[src/rtl/fwd_source_tracker.sv]
// fwd_source_tracker
//   Producer side of the decode-stage forwarding interface. Holds one entry
//   (valid, writes-GPR, destination, ready, data) per post-decode stage and
//   shifts them one stage per clock. Entry 0 is the youngest. Answers decode's
//   three source queries with per-stage match-and-ready flags, the stored
//   values and a hazard stall. The oldest entry retires into the GPR write port.
//
// Ports
//   clk, rstn        clock, asynchronous active-low reset
//   ins_valid/wr/dst instruction accepted by decode this cycle
//   q_d, q_s, q_t    source indices of the instruction currently in decode
//   res_we, res_val  per-stage result strobe and value
//   flush            kill all but the FLUSH_KEEP oldest entries, and the new one
//   fwd_sig_from[i]  {d,s,t} flags: stage i matches that source and is ready
//   fwd_val_from[i]  data held in stage i (valid or not)
//   stall_req        youngest match for some source is not ready yet
//   gpr_we/wa/wd     registered retire write, one-cycle strobe
//   err              sticky: a tracked entry retired without a result

// One pipeline stage: entry register, result capture and source match.
module fwd_source_tracker_stage #(
    parameter int IDX_W   = 5,
    parameter int DATA_W  = 32,
    parameter int RIP_IDX = 16
) (
    input  logic              clk,
    input  logic              rstn,
    input  logic              in_v,
    input  logic              in_wr,
    input  logic [IDX_W-1:0]  in_dst,
    input  logic              in_rdy,
    input  logic [DATA_W-1:0] in_data,
    input  logic              res_we,
    input  logic [DATA_W-1:0] res_val,
    input  logic              kill,
    input  logic [IDX_W-1:0]  q_d,
    input  logic [IDX_W-1:0]  q_s,
    input  logic [IDX_W-1:0]  q_t,
    output logic              rdy,
    output logic [DATA_W-1:0] data,
    output logic [2:0]        hit,
    output logic              nx_v,
    output logic              nx_wr,
    output logic [IDX_W-1:0]  nx_dst,
    output logic              nx_rdy,
    output logic [DATA_W-1:0] nx_data
);
    logic             v;
    logic             wr;
    logic [IDX_W-1:0] dst;
    logic             cap;
    logic             trk;

    always_ff @(posedge clk or negedge rstn) begin
        if (!rstn) begin
            v    <= 1'b0;
            wr   <= 1'b0;
            dst  <= '0;
            rdy  <= 1'b0;
            data <= '0;
        end else begin
            v    <= in_v;
            wr   <= in_wr;
            dst  <= in_dst;
            rdy  <= in_rdy;
            data <= in_data;
        end
    end

    // A result only lands on a live entry; a repeat strobe just overwrites.
    assign cap     = res_we & v;
    assign nx_v    = v & ~kill;
    assign nx_wr   = wr;
    assign nx_dst  = dst;
    assign nx_rdy  = rdy | cap;
    assign nx_data = cap ? res_val : data;

    // RIP is a pseudo-register: it never forwards and never retires.
    assign trk = v & wr & (dst != IDX_W'(RIP_IDX));
    assign hit = {trk & (dst == q_d), trk & (dst == q_s), trk & (dst == q_t)};
endmodule

module fwd_source_tracker #(
    parameter int POST_DEC_LD = 3,
    parameter int IDX_W       = 5,
    parameter int DATA_W      = 32,
    parameter int RIP_IDX     = 16,
    parameter int FLUSH_KEEP  = 1
) (
    input  logic                               clk,
    input  logic                               rstn,
    input  logic                               ins_valid,
    input  logic                               ins_wr,
    input  logic [IDX_W-1:0]                   ins_dst,
    input  logic [IDX_W-1:0]                   q_d,
    input  logic [IDX_W-1:0]                   q_s,
    input  logic [IDX_W-1:0]                   q_t,
    input  logic [POST_DEC_LD-1:0]             res_we,
    input  logic [POST_DEC_LD-1:0][DATA_W-1:0] res_val,
    input  logic                               flush,
    output logic [POST_DEC_LD-1:0][2:0]        fwd_sig_from,
    output logic [POST_DEC_LD-1:0][DATA_W-1:0] fwd_val_from,
    output logic                               stall_req,
    output logic                               gpr_we,
    output logic [IDX_W-1:0]                   gpr_wa,
    output logic [DATA_W-1:0]                  gpr_wd,
    output logic                               err
);
    localparam int L = POST_DEC_LD - 1;

    logic [L:0]             rdy, nx_v, nx_wr, nx_rdy, kill;
    logic [L:0][IDX_W-1:0]  nx_dst;
    logic [L:0][DATA_W-1:0] data, nx_data;
    logic [L:0][2:0]        hit;
    logic                   accept;
    logic [2:0]             found, young_rdy;
    logic                   ret_trk;

    // A stalled or flushed decode inserts a bubble.
    assign accept = ins_valid & ~stall_req & ~flush;

    for (genvar i = 0; i <= L; i++) begin : g_stage
        logic              in_v, in_wr, in_rdy;
        logic [IDX_W-1:0]  in_dst;
        logic [DATA_W-1:0] in_data;

        if (i == 0) begin : g_head
            assign in_v    = accept;
            assign in_wr   = ins_wr;
            assign in_dst  = ins_dst;
            assign in_rdy  = 1'b0;
            assign in_data = '0;
        end else begin : g_body
            assign in_v    = nx_v[i-1];
            assign in_wr   = nx_wr[i-1];
            assign in_dst  = nx_dst[i-1];
            assign in_rdy  = nx_rdy[i-1];
            assign in_data = nx_data[i-1];
        end

        if (i <= L - FLUSH_KEEP) begin : g_kill
            assign kill[i] = flush;
        end else begin : g_keep
            assign kill[i] = 1'b0;
        end

        fwd_source_tracker_stage #(
            .IDX_W  (IDX_W),
            .DATA_W (DATA_W),
            .RIP_IDX(RIP_IDX)
        ) u_stage (
            .clk    (clk),
            .rstn   (rstn),
            .in_v   (in_v),
            .in_wr  (in_wr),
            .in_dst (in_dst),
            .in_rdy (in_rdy),
            .in_data(in_data),
            .res_we (res_we[i]),
            .res_val(res_val[i]),
            .kill   (kill[i]),
            .q_d    (q_d),
            .q_s    (q_s),
            .q_t    (q_t),
            .rdy    (rdy[i]),
            .data   (data[i]),
            .hit    (hit[i]),
            .nx_v   (nx_v[i]),
            .nx_wr  (nx_wr[i]),
            .nx_dst (nx_dst[i]),
            .nx_rdy (nx_rdy[i]),
            .nx_data(nx_data[i])
        );

        assign fwd_sig_from[i] = hit[i] & {3{rdy[i]}};
        assign fwd_val_from[i] = data[i];
    end

    // Only the youngest match per source matters: decode takes it, so an
    // older not-ready match behind a ready younger one is harmless.
    always_comb begin
        found     = '0;
        young_rdy = '0;
        for (int i = L; i >= 0; i--) begin
            for (int x = 0; x < 3; x++) begin
                if (hit[i][x]) begin
                    found[x]     = 1'b1;
                    young_rdy[x] = rdy[i];
                end
            end
        end
        stall_req = |(found & ~young_rdy);
    end

    // Retire looks at the oldest entry after this cycle's capture and flush.
    assign ret_trk = nx_v[L] & nx_wr[L] & (nx_dst[L] != IDX_W'(RIP_IDX));

    always_ff @(posedge clk or negedge rstn) begin
        if (!rstn) begin
            gpr_we <= 1'b0;
            gpr_wa <= '0;
            gpr_wd <= '0;
            err    <= 1'b0;
        end else begin
            gpr_we <= ret_trk & nx_rdy[L];
            if (ret_trk & nx_rdy[L]) begin
                gpr_wa <= nx_dst[L];
                gpr_wd <= nx_data[L];
            end
            if (ret_trk & ~nx_rdy[L])
                err <= 1'b1;
        end
    end
endmodule

[config.mk]
export PLATFORM = sky130hd
export DESIGN_NAME = fwd_source_tracker
export DESIGN_NICKNAME = d
export VERILOG_FILES = /design/src/rtl/fwd_source_tracker.sv
export SDC_FILE = /design/constraint.sdc
export NUM_CORES = 1
export LEC_CHECK = 0
export BUFFER_PORTS_ARGS = -buffer_cell sky130_fd_sc_hd__buf_2
export CORE_MARGIN = 5
export CORE_UTILIZATION = 38
export CTS_BUF_LIST = sky130_fd_sc_hd__clkbuf_4 sky130_fd_sc_hd__clkbuf_8 sky130_fd_sc_hd__clkbuf_16
export DETAILED_ROUTE_END_ITERATION = 6
export GPL_ROUTABILITY_DRIVEN = 0
export PLACE_DENSITY = 0.68
export SETUP_SLACK_MARGIN = 0.2
export SLEW_MARGIN = 10
export SYNTH_ARGS = -nofsm -noshare
export SYNTH_HDL_FRONTEND = slang
export SYNTH_SLANG_ARGS = --single-unit
[constraint.sdc]
create_clock -name clk -period 2.8 [get_ports clk]
set_clock_uncertainty 0.2 [all_clocks]
set_input_delay 0.28 -clock clk [delete_from_list [all_inputs] [get_ports clk]]
set_output_delay 0.28 -clock clk [all_outputs]
set_load 0.01 [all_outputs]
==> summary.txt, run 1 <==
Setup path
  – CP bufs+invs: 1
  – Crit. End Element: output port
  – Crit path max-delay cell type: or4_4
  – Crit Path Max Fanout: 4
  – CP Launch Type: flip-flop
  – Crit-path cells: xnor2_1 > nand3_2 > or4_4 > a311oi_2 > a41o_2 > or2_1 > buf_2
  – CP max stage delay: 0.51 ns
  – Data arrival, critical path: 2.34 ns
  – CP Class: reg2out
  – Req. time, crit path: 2.32 ns
  – CP delay by family, top: simple AND/OR/NAND/NOR gates

GRT
  – Initial antenna violation count: 1
  – M3 GR Usage: 6.14%
  – Met1 usage: 23.1%
  – Largest net degree at the start of global routing: 63
  – Met2 Usage GRT: 35.8%
  – GRT Residual Overflow: 0
  – GR peak layer: met2
  – Vias in the first global route: 5056
  – First-pass GRT wire length: 26200 um
  – GRT Util Overall: 20.6%

Detailed routing
  – DRT Wirelength: 17700 um
  – Vias: 4782
  – Drt pass-1 iters: 4
  – Via density: 4.77
  – # DRC: 0
  – 1st-iter DRT viols: 181
  – Routed len/inst: 17.7 um
  – Routed Antenna Nets: 0

Power
  – Switching Share: 23.5%
  – Comb pwr share: 12.6%
  – Clock share of power: 45.2%
  – Sw power: 1.09 mW
  – Register share of total power: 42.2%
  – Pleak: 4.73 nW
  – P per Cell Area: 545 mW/mm^2
  – Internal power: 3.56 mW
  – Power Total: 4.65 mW
  – Peak supply drop: 0.372 mV

Synthesis
  – Ys flop type: dfrtp_1
  – Ys Warns: 0
  – Post-synthesis cell area: 0.00548 mm^2
  – Async SR Flop Fraction: 100%
  – Synth Register Bits: 126
  – Register area share after synthesis: 57.5%
  – Post-Synthesis Cells: 458
  – Syn_area_per_cell: 12.0 um^2
  – Post-synth EDFFs: 0
  – Yosys cell types: 37

Timing
  – Fin crit share: 101%
  – F_max: 0.355 GHz
  – Crit path time final: 2.82 ns
  – RSZ-0062 raised after global routing: yes
  – Slew Limit Fails: 0
  – Worst slew pin tran: 0.578 ns
  – Final hold violation count: 0
  – Slew headroom: 61.5%
  – Setup TNS: -0.0198 ns
  – Setup violations, final: 1
  – Final worst slack: -0.0198 ns

Finish
  – Syn-to-layout area delta: 55.7%
  – NumNets Final: 932
  – Non-filler instance count after layout: 1003
  – Layout fillers: 1109
  – Layout cells sized above 1: 42.0%
  – Final std cell area, no fill: 0.00853 mm^2

Die
  – Die Y: 130 um
  – Core area: 0.0140 mm^2
  – Die ar.: 0.0169 mm^2
  – Initial Utilization: 39.2%
  – Row count: 43
  – Die Width: 130 um
  – Boundary pin count: 269

Status
  – Failing checks: setup timing
  – Status: finished with violations

Flow run
  – Max-cap violation count: 0

Place
  – Cells after DPL: 853
  – DP HPWL: 11800 um
  – Placed Instance Area: 0.00674 mm^2
  – Port bufs: 233

CTS
  – CTS tree: built
  – Worst skew pair latency: 0.41 ns
  – CTS sink count: 126
  – CTS Buffer Depth: 2
  – H-tree levels: 4
  – Inserted Clock Buffers: 17
  – Clock root cell: clkbuf_16
  – Clk pin slew, worst setup/hold paths: 0.05 ns

Min path
  – Hold WC Path Type: in2reg
[state kept, by name, summed over array words and instances, names as in the netlist]
register / flops
gpr_wd: 32
g_stage.u_stage.nx_dst: 15
err: 1
g_stage.u_stage.v: 3
g_stage.u_stage.nx_wr: 3
gpr_wa: 5
g_stage.u_stage.rdy: 2
gpr_we: 1
g_stage.u_stage.data: 64
[cells in the final DEF, fill, tap and decap left out, types with 2 or more instances in the layout]
| cell | count |
|---|---|
| a21o_1 | 3 |
| a21oi_1 | 2 |
| and2_1 | 4 |
| and3_1 | 32 |
| buf_12 | 3 |
| buf_2 | 231 |
| buf_4 | 15 |
| buf_6 | 2 |
| clkbuf_16 | 17 |
| clkbuf_4 | 5 |
| clkbuf_8 | 4 |
| clkinv_2 | 4 |
| conb_1 | 35 |
| dfrtp_1 | 119 |
| dfrtp_2 | 7 |
| diode_2 | 2 |
| dlygate4sd3_1 | 105 |
| mux2_2 | 32 |
| mux2i_1 | 32 |
| nand2_1 | 47 |
| nand2_2 | 3 |
| nand3_1 | 6 |
| nand3_2 | 2 |
| nor2_1 | 2 |
| nor2b_1 | 2 |
| nor3_1 | 4 |
| nor3_2 | 2 |
| nor4_1 | 2 |
| nor4_2 | 3 |
| o21ai_1 | 34 |
| xnor2_1 | 21 |
| xnor2_2 | 2 |
| xor2_1 | 22 |
[cells by family after synthesis]
logic type / count (synthesis) / synth area share (%)
multiplexers: 65 / 12.6
other: 1 / 0.0684
XOR/XNOR: 45 / 7.19
flip-flops: 126 / 57.5
AO/OA/AOI/OAI: 42 / 4.29
AND/OR/NAND/NOR: 118 / 11.6
buffers and inverters: 61 / 6.69
[through the flow]
stage	util (%)	hold WS, ns	setup WS (ns)
after CTS	60.6	0.0381	0.0328
final	61.0	0.0635	-0.0198
after floorplan	-	-0.216	0.607
after detailed placement	48.2	0.0193	0.367
after global routing	61.0	0.0665	-0.127
after global placement	48.2	0.0126	0.405
[metal layers]
layer / vias to the layer above / wire length, um / part of all wire [%]
met5: - / 18 / 0.10
met4: 2 / 547 / 3.1
met3: 40 / 1380 / 7.8
met2: 234 / 9080 / 51
met1: 2320 / 6680 / 38
li1: 2186 / - / -
[power by group through the flow]
stage | registers, mW | clock network (mW) | logic (mW)
after floorplan | 2.01 | 0 | 0.211
after global placement | 1.99 | 0 | 0.435
after detailed placement | 1.99 | 0 | 0.447
after CTS | 1.96 | 2.15 | 0.577
after global routing | 1.97 | 2.25 | 0.640
final | 1.96 | 2.10 | 0.586
[area by class of cell]
class                   count  area (um^2)  area share, %
inverters                   2         7.51         0.0880
clock buffers              26          518           6.07
repair buffers            356         2400           28.1
flip-flops and latches    126         3160           37.0
clock inverters             6         57.6          0.674
well taps                 180          225           2.64
multi-input cells         305         2160           25.3
diodes                      2         5.00         0.0586
[synthesized netlist by cell type (all sizes together) (5+ instances only)]
master	instances	area (um^2)
o21ai	34	170
xnor2	23	201
clkbuf	16	60.1
buf	43	299
and3	32	200
mux2	33	372
xor2	22	193
nand3	9	67.6
nor3	6	30.0
mux2i	32	320
dfrtp	126	3150
nand2	51	208
nor4	5	31.3
[worst paths after layout]
kind | depth (start not counted) | slack, ns | end | from
worst max-delay path | 7 | -0.02 | stall_req | g_stage[1].u_stage.nx_dst[3]
worst max register to register | 8 | 0.56 | g_stage[0].u_stage.v | g_stage[1].u_stage.nx_dst[3]
worst min register to register | 0 | 0.20 | g_stage[1].u_stage.nx_wr | g_stage[0].u_stage.nx_wr
max in group asynchronous | 3 | 1.44 | gpr_wd[15] | rstn
worst min-delay path | 3 | 0.06 | err | res_we[2]
min in group asynchronous | 2 | 0.13 | g_stage[0].u_stage.v | rstn
[tightest hold or removal path: stages]
cell,delay [ns]
buf_2,0.09
a21oi_1,0.08
a21o_1,0.18
[repair_timing]
item / CTS / global route
hold buffers: 105 / 0
hold endpoints to repair: 192 / 0
buffers inserted: 10 / 1
pin swaps: 4 / 3
gates resized for setup: 14 / 8
gates cloned: 0 / 0
endpoints found under the setup margin: 2 / 2
Note: power is estimated with default switching activity, not from simulation.
==> run 2, diff against run 1 <==
--- a/config.mk
+++ b/config.mk
@@ -11,9 +11,10 @@
 export CTS_BUF_LIST = sky130_fd_sc_hd__clkbuf_4 sky130_fd_sc_hd__clkbuf_8 sky130_fd_sc_hd__clkbuf_16
 export DETAILED_ROUTE_END_ITERATION = 6
 export GPL_ROUTABILITY_DRIVEN = 0
-export PLACE_DENSITY = 0.68
+export PLACE_DENSITY = 0.66
 export SETUP_SLACK_MARGIN = 0.2
 export SLEW_MARGIN = 10
 export SYNTH_ARGS = -nofsm -noshare
 export SYNTH_HDL_FRONTEND = slang
+export SYNTH_HIERARCHICAL = 1
 export SYNTH_SLANG_ARGS = --single-unit
==> run 2 against run 1 <==
Effect of this change:
- the run now ends clean
- wire length up 5.2%
- cell count is 4.6% higher
- critical path depth increased by 1
- worst hold slack worse by 0.040 ns
- global-route usage down 1.6 points
- via count is 0.48% higher
- register-to-register slack better by 0.05 ns
- fmax grew 5.9%
- non-clock buffer count grew 2
- die area up 16%
- utilization decreased by 2.2 points
- critical endpoint unchanged
- highest routed layer is now met4
==> summary.txt, run 2 <==
Detailed routing
  – # DRC: 0
  – Vias: 4805
  – Routed len/inst: 17.7 um
  – Drt pass-1 iters: 4
  – 1st-iter DRT viols: 182
  – DRT Wirelength: 18600 um
  – Via density: 4.58
  – Routed Antenna Nets: 0

Synthesis
  – Async SR Flop Fraction: 100%
  – Ys Warns: 6
  – Share of the synthesized area in the top cell type: 61.8%
  – Synth Register Bits: 159
  – Post-synthesis cell area: 0.00644 mm^2
  – Synth area leaders: dfrtp_1 (62%), mux2_2 (20%), xnor2_1 (3.7%), mux2_4 (3.5%), xor2_1 (2.4%)
  – Register area share after synthesis: 61.8%
  – Syn_area_per_cell: 15.4 um^2
  – Post-Synthesis Cells: 419
  – Post-synthesis cell type with the largest combined area: dfrtp_1
  – Top-count cell post-synth: dfrtp_1
  – Leading cell types by count after synthesis: dfrtp_1 (159), mux2_2 (114), xnor2_1 (27)
  – Ys flop type: dfrtp_1
  – Post-synth EDFFs: 0
  – Yosys cell types: 26

Timing
  – Setup violations, final: 0
  – Crit path time final: 2.66 ns
  – Setup TNS: 0 ns
  – Final hold violation count: 0
  – RSZ-0062 raised after global routing: yes
  – Fin crit share: 95.1%
  – Slew Limit Fails: 0
  – Worst slew pin tran: 0.548 ns
  – Slew headroom: 63.3%
  – F_max: 0.376 GHz

Min path
  – WHS Path Cells: 3
  – WHS Endpoint: gpr_wd[14]
  – Hold Path Origin: res_val[78]
  – Hold WC Path Type: in2reg

Setup path
  – Crit Path Max Fanout: 3
  – Reg-to-Reg Start: g_stage[2].u_stage/nx_dst[0]
  – CP Launch Type: flip-flop
  – Reg2reg setup slack: 0.61 ns
  – Data arrival, critical path: 2.18 ns
  – CP Class: reg2out
  – Source of the critical timing path: g_stage[1].u_stage/nx_dst[0]
  – FF-to-FF path depth: 5
  – Crit. End Element: output port
  – FF-to-FF End: gpr_wd[4]
  – Req. time, crit path: 2.32 ns

Finish
  – Area of the multi-input gates: 0.00268 mm^2
  – Antenna cells: 0
  – NumNets Final: 940
  – Syn-to-layout area delta: 51.5%
  – Most flops, register: g_stage.u_stage/data
  – Number of flip-flops under the largest register name: 96
  – Commonest cells after routing, fill and taps aside: buf_2 (267), dfrtp_1 (150), mux2_2 (114)
  – Final std cell area, no fill: 0.00976 mm^2
  – Commonest non-fill, non-tap cell in the layout: buf_2
  – Layout cells sized above 1: 58.7%
  – Register area: 0.00399 mm^2
  – Layout fillers: 1362

CTS
  – Clock root cell: clkbuf_16
  – Inserted Clock Buffers: 17
  – Clk pin slew, worst setup/hold paths: 0.07 ns
  – CTS tree: built
  – CTS sink count: 159
  – H-tree levels: 4
  – Worst skew pair latency: 0.42 ns
  – CTS Buffer Depth: 2

Die
  – Row count: 47
  – Die Y: 140 um
  – Die ar.: 0.0197 mm^2
  – Boundary pin count: 269
  – Initial Utilization: 38.8%
  – Die Width: 140 um
  – Core area: 0.0166 mm^2

Place
  – Placed Instance Area: 0.00817 mm^2
  – Port bufs: 268
  – DP HPWL: 12900 um

Power
  – P per Cell Area: 582 mW/mm^2
  – Power Total: 5.68 mW
  – Pleak: 4.82 nW
  – Peak supply drop: 0.381 mV

GRT
  – Largest net degree at the start of global routing: 75
  – Initial antenna violation count: 0
  – Vias in the first global route: 5501
  – GRT Residual Overflow: 0
  – GRT Util Overall: 19.0%
  – First-pass GRT wire length: 29600 um

Flow run
  – Max-cap violation count: 0

Status
  – Status: completed
[run 2: cell count changes after synthesis, sizes merged, moves of 5 or more]
cell,delta
mux2,+96
nand2,-41
o21ai,-34
dfrtp,+33
mux2i,-32
and3,-31
buf,-30
clkbuf,-16
nor4,+8
nor3,-6
nor2b,+5
[run 2: how the worst max path moves through the flow]
stage	endpoint	depth (start not counted)	slack, ns
2_1_floorplan	gpr_wa[4]	8	0.77
3_3_place_gp	stall_req	7	0.54
3_5_place_dp	stall_req	7	0.41
4_1_cts	stall_req	7	0.16
5_1_grt	stall_req	8	0.04
6_report	stall_req	8	0.14
[run 2: power breakdown]
part	total, mW	internal [mW]	switching, mW
clock	2.15	1.19	0.964
sequential	2.63	2.50	0.129
combinational	0.908	0.492	0.416
[run 2: cell families after synthesis]
group	Yosys count	synth area share, %
AND/OR/NAND/NOR	55	4.99
buffers and inverters	18	1.83
multiplexers	129	23.4
other	1	0.0582
flip-flops	159	61.8
AO/OA/AOI/OAI	12	1.79
XOR/XNOR	45	6.12
[run 2: layer usage]
layer / wire, um / global-route usage, % / up-vias
li1: - / - / 2219
met1: 7120 / 21.8 / 2351
met2: 9550 / 32.6 / 196
met3: 1430 / 6.75 / 39
met4: 516 / 7.09 / 0
met5: 0 / 0 / -
[run 2: metrics by stage]
stage,util [%],hold WS (ns),std cells,setup slack (ns)
2_1_floorplan,-,-0.216,452,0.769
3_5_place_dp,49.2,0.0521,934,0.412
3_3_place_gp,49.2,0.0446,934,0.538
5_1_grt,58.9,0.0130,1049,0.0371
4_1_cts,58.5,0.00153,1049,0.159
6_report,58.9,0.0234,1049,0.137
[run 2: repair_timing]
| item | 4_1_cts | 5_1_grt |
|---|---|---|
| gates resized for setup | 34 | 11 |
| hold endpoints to repair | 118 | 0 |
| pin swaps | 18 | 3 |
| endpoints found under the setup margin | 1 | 2 |
| hold buffers | 73 | 0 |
| buffers inserted | 10 | 0 |
[run 2: area by class of cell]
type	count	area share (%)
Clock buffer	19	4.58
Clock inverter	13	1.09
Inverter	5	0.192
Multi-Input combinational cell	275	27.5
Sequential cell	159	40.9
Tap cell	220	2.82
Timing Repair Buffer	358	22.9
[run 2: critical path, stage by stage, from the launching register on]
cell	delay [ns]
dfrtp_2	0.40
buf_6	0.13
nor4_4	0.04
a21o_4	0.24
nor4_4	0.36
nor3b_2	0.10
o31ai_2	0.24
nand3_1	0.10
buf_2	0.15
==> run 3, diff against run 2 <==
==> constraint.sdc (replaced) <==
create_clock -name clk -period 2.5 [get_ports clk]
set_clock_uncertainty 0.2 [all_clocks]
set_input_delay 0.25 -clock clk [delete_from_list [all_inputs] [get_ports clk]]
set_output_delay 0.25 -clock clk [all_outputs]
set_load 0.01 [all_outputs]
==> run 3 against run 2 <==
Effect of this change:
- the flow now finishes with violations (setup timing)
- sequential share of layout area is 2.0 points lower
- non-clock buffer count up 41
- total power up 17%
- first-iteration DRC count down 18%
- largest cell class unchanged
- cell count rose by 4.0%
- clock-buffer cell count increased by 2
==> summary.txt, run 3 (synthesis results as in run 2) <==
Status
  – Status: finished with violations
  – Failing checks: setup timing

Die
  – Core area: 0.0166 mm^2
  – Die ar.: 0.0197 mm^2
  – Boundary pin count: 269
  – Die Width: 140 um
  – Die Y: 140 um
  – Row count: 47
  – Initial Utilization: 38.8%

CTS
  – CTS sink count: 159
  – CTS Buffer Depth: 2
  – Clk pin slew, worst setup/hold paths: 0.06 ns
  – Clock root cell: clkbuf_16
  – H-tree levels: 4
  – CTS tree: built
  – Worst skew pair latency: 0.42 ns
  – Inserted Clock Buffers: 17

GRT
  – GRT Util Overall: 19.6%
  – First-pass GRT wire length: 30400 um
  – GRT Residual Overflow: 0
  – Vias in the first global route: 5737
  – Initial antenna violation count: 0
  – Largest net degree at the start of global routing: 63

Timing
  – Final worst slack: -0.256 ns
  – Fin crit share: 110%
  – Slew Limit Fails: 0
  – Setup violations, final: 2
  – F_max: 0.363 GHz
  – RSZ-0062 raised after global routing: yes
  – Slew headroom: 62.8%
  – Worst slew pin tran: 0.558 ns
  – Crit path time final: 2.76 ns
  – Final hold violation count: 0

Flow run
  – Max-cap violation count: 0

Setup path
  – Crit Path Max Fanout: 5
  – CP Class: reg2out
  – Setup crit end: stall_req
  – Reg-to-Reg Start: g_stage[2].u_stage/nx_dst[3]
  – Data arrival, critical path: 2.31 ns
  – CP Launch Type: flip-flop
  – Source of the critical timing path: g_stage[2].u_stage/nx_dst[0]
  – Crit. End Element: output port
  – Req. time, crit path: 2.05 ns
  – FF-to-FF End: gpr_wd[9]
  – FF-to-FF path depth: 5
  – Reg2reg setup slack: 0.34 ns

Detailed routing
  – # DRC: 0
  – Routed len/inst: 18.2 um
  – Routed Antenna Nets: 0
  – Drt pass-1 iters: 4
  – DRT Wirelength: 19900 um
  – Vias: 5033
  – Via density: 4.61
  – 1st-iter DRT viols: 150

Power
  – Peak supply drop: 0.440 mV
  – Power Total: 6.66 mW
  – P per Cell Area: 649 mW/mm^2
  – Pleak: 5.03 nW

Finish
  – NumNets Final: 981
  – Syn-to-layout area delta: 59.4%
  – Number of flip-flops under the largest register name: 96
  – Commonest cells after routing, fill and taps aside: buf_2 (267), dfrtp_1 (145), mux2_2 (114)
  – Final cell utilization of the core: 61.9%
  – Most flops, register: g_stage.u_stage/data
  – Commonest non-fill, non-tap cell in the layout: buf_2
  – Layout cells sized above 1: 58.0%

Place
  – DP HPWL: 12800 um
  – Port bufs: 268

Min path
  – Hold WC Path Type: in2reg
[run 3: cell count changes in the layout (fill, tap and decap cells not counted), moves of 2 or more]
cell | before | now
dfrtp_2 | 9 | 14
buf_12 | 2 | 4
dlygate4sd3_1 | 73 | 104
dfrtp_1 | 150 | 145
bufinv_16 | 0 | 2
inv_6 | 3 | 1
buf_4 | 13 | 21
clkbuf_8 | 1 | 3
[run 3: layout make-up]
| class | count | area [um^2] |
|---|---|---|
| Clock buffer | 21 | 474 |
| Clock inverter | 11 | 131 |
| Fill cell | 1298 | 6320 |
| Timing Repair Buffer | 399 | 2650 |
| Inverter | 5 | 18.8 |
| Sequential cell | 159 | 4000 |
| Antenna cell | 1 | 2.50 |
| Tap cell | 220 | 275 |
| Multi-Input combinational cell | 275 | 2720 |
[run 3: worst min-delay path by stage]
stage,slack [ns],endpoint,depth (start not counted),startpoint
after floorplan,-0.25,err,0,rstn
after detailed placement,0.05,gpr_wa[4],1,rstn
after global placement,0.05,gpr_wa[4],1,rstn
after CTS,0.0009,gpr_wd[13],3,res_val[77]
after global routing,0.004,gpr_wd[9],3,res_val[73]
final,0.02,gpr_wd[9],3,res_val[73]
[run 3: layer usage]
metal / wire length, um / share of wire (%) / up-vias / track usage (%)
li1: - / - / 2302 / -
met5: 0 / 0 / - / 0
met3: 1300 / 6.5 / 33 / 5.86
met1: 7670 / 39 / 2506 / 22.6
met2: 10500 / 53 / 192 / 34.4
met4: 436 / 2.2 / 0 / 6.99
[run 3: power breakdown]
part / internal, mW / switching [mW]
Clock: 1.57 / 1.06
Sequential: 2.80 / 0.147
Combinational: 0.597 / 0.492
Total: 4.97 / 1.70
[run 3: critical path, stage by stage (launching register included)]
cell and delay, ns:
dfrtp_2 0.46, nor4_2 0.33, a21o_1 0.29, nor4_4 0.09, nor3b_2 0.17, o31ai_2 0.28, nand3_1 0.13, buf_2 0.15
[run 3: per-stage QoR]
step,setup slack [ns],hold slack [ns],TNS [ns],std cells,instance area (um^2)
floorplan,0.469,-0.246,0,452,6560
global placement,0.268,0.0467,0,934,8180
detailed placement,0.128,0.0513,0,934,8180
CTS,-0.162,0.000899,-0.162,1078,9980
global route,-0.374,0.00384,-0.607,1090,10300
finish,-0.256,0.0223,-0.290,1091,10300
[run 3: repair_timing]
| item | CTS | global route |
|---|---|---|
| setup buffers | 9 | 11 |
| pin swaps | 7 | 16 |
| endpoints found under the hold margin | 155 | 1 |
| resized for setup | 25 | 30 |
| hold buffers | 103 | 1 |
| setup endpoints to repair | 10 | 10 |
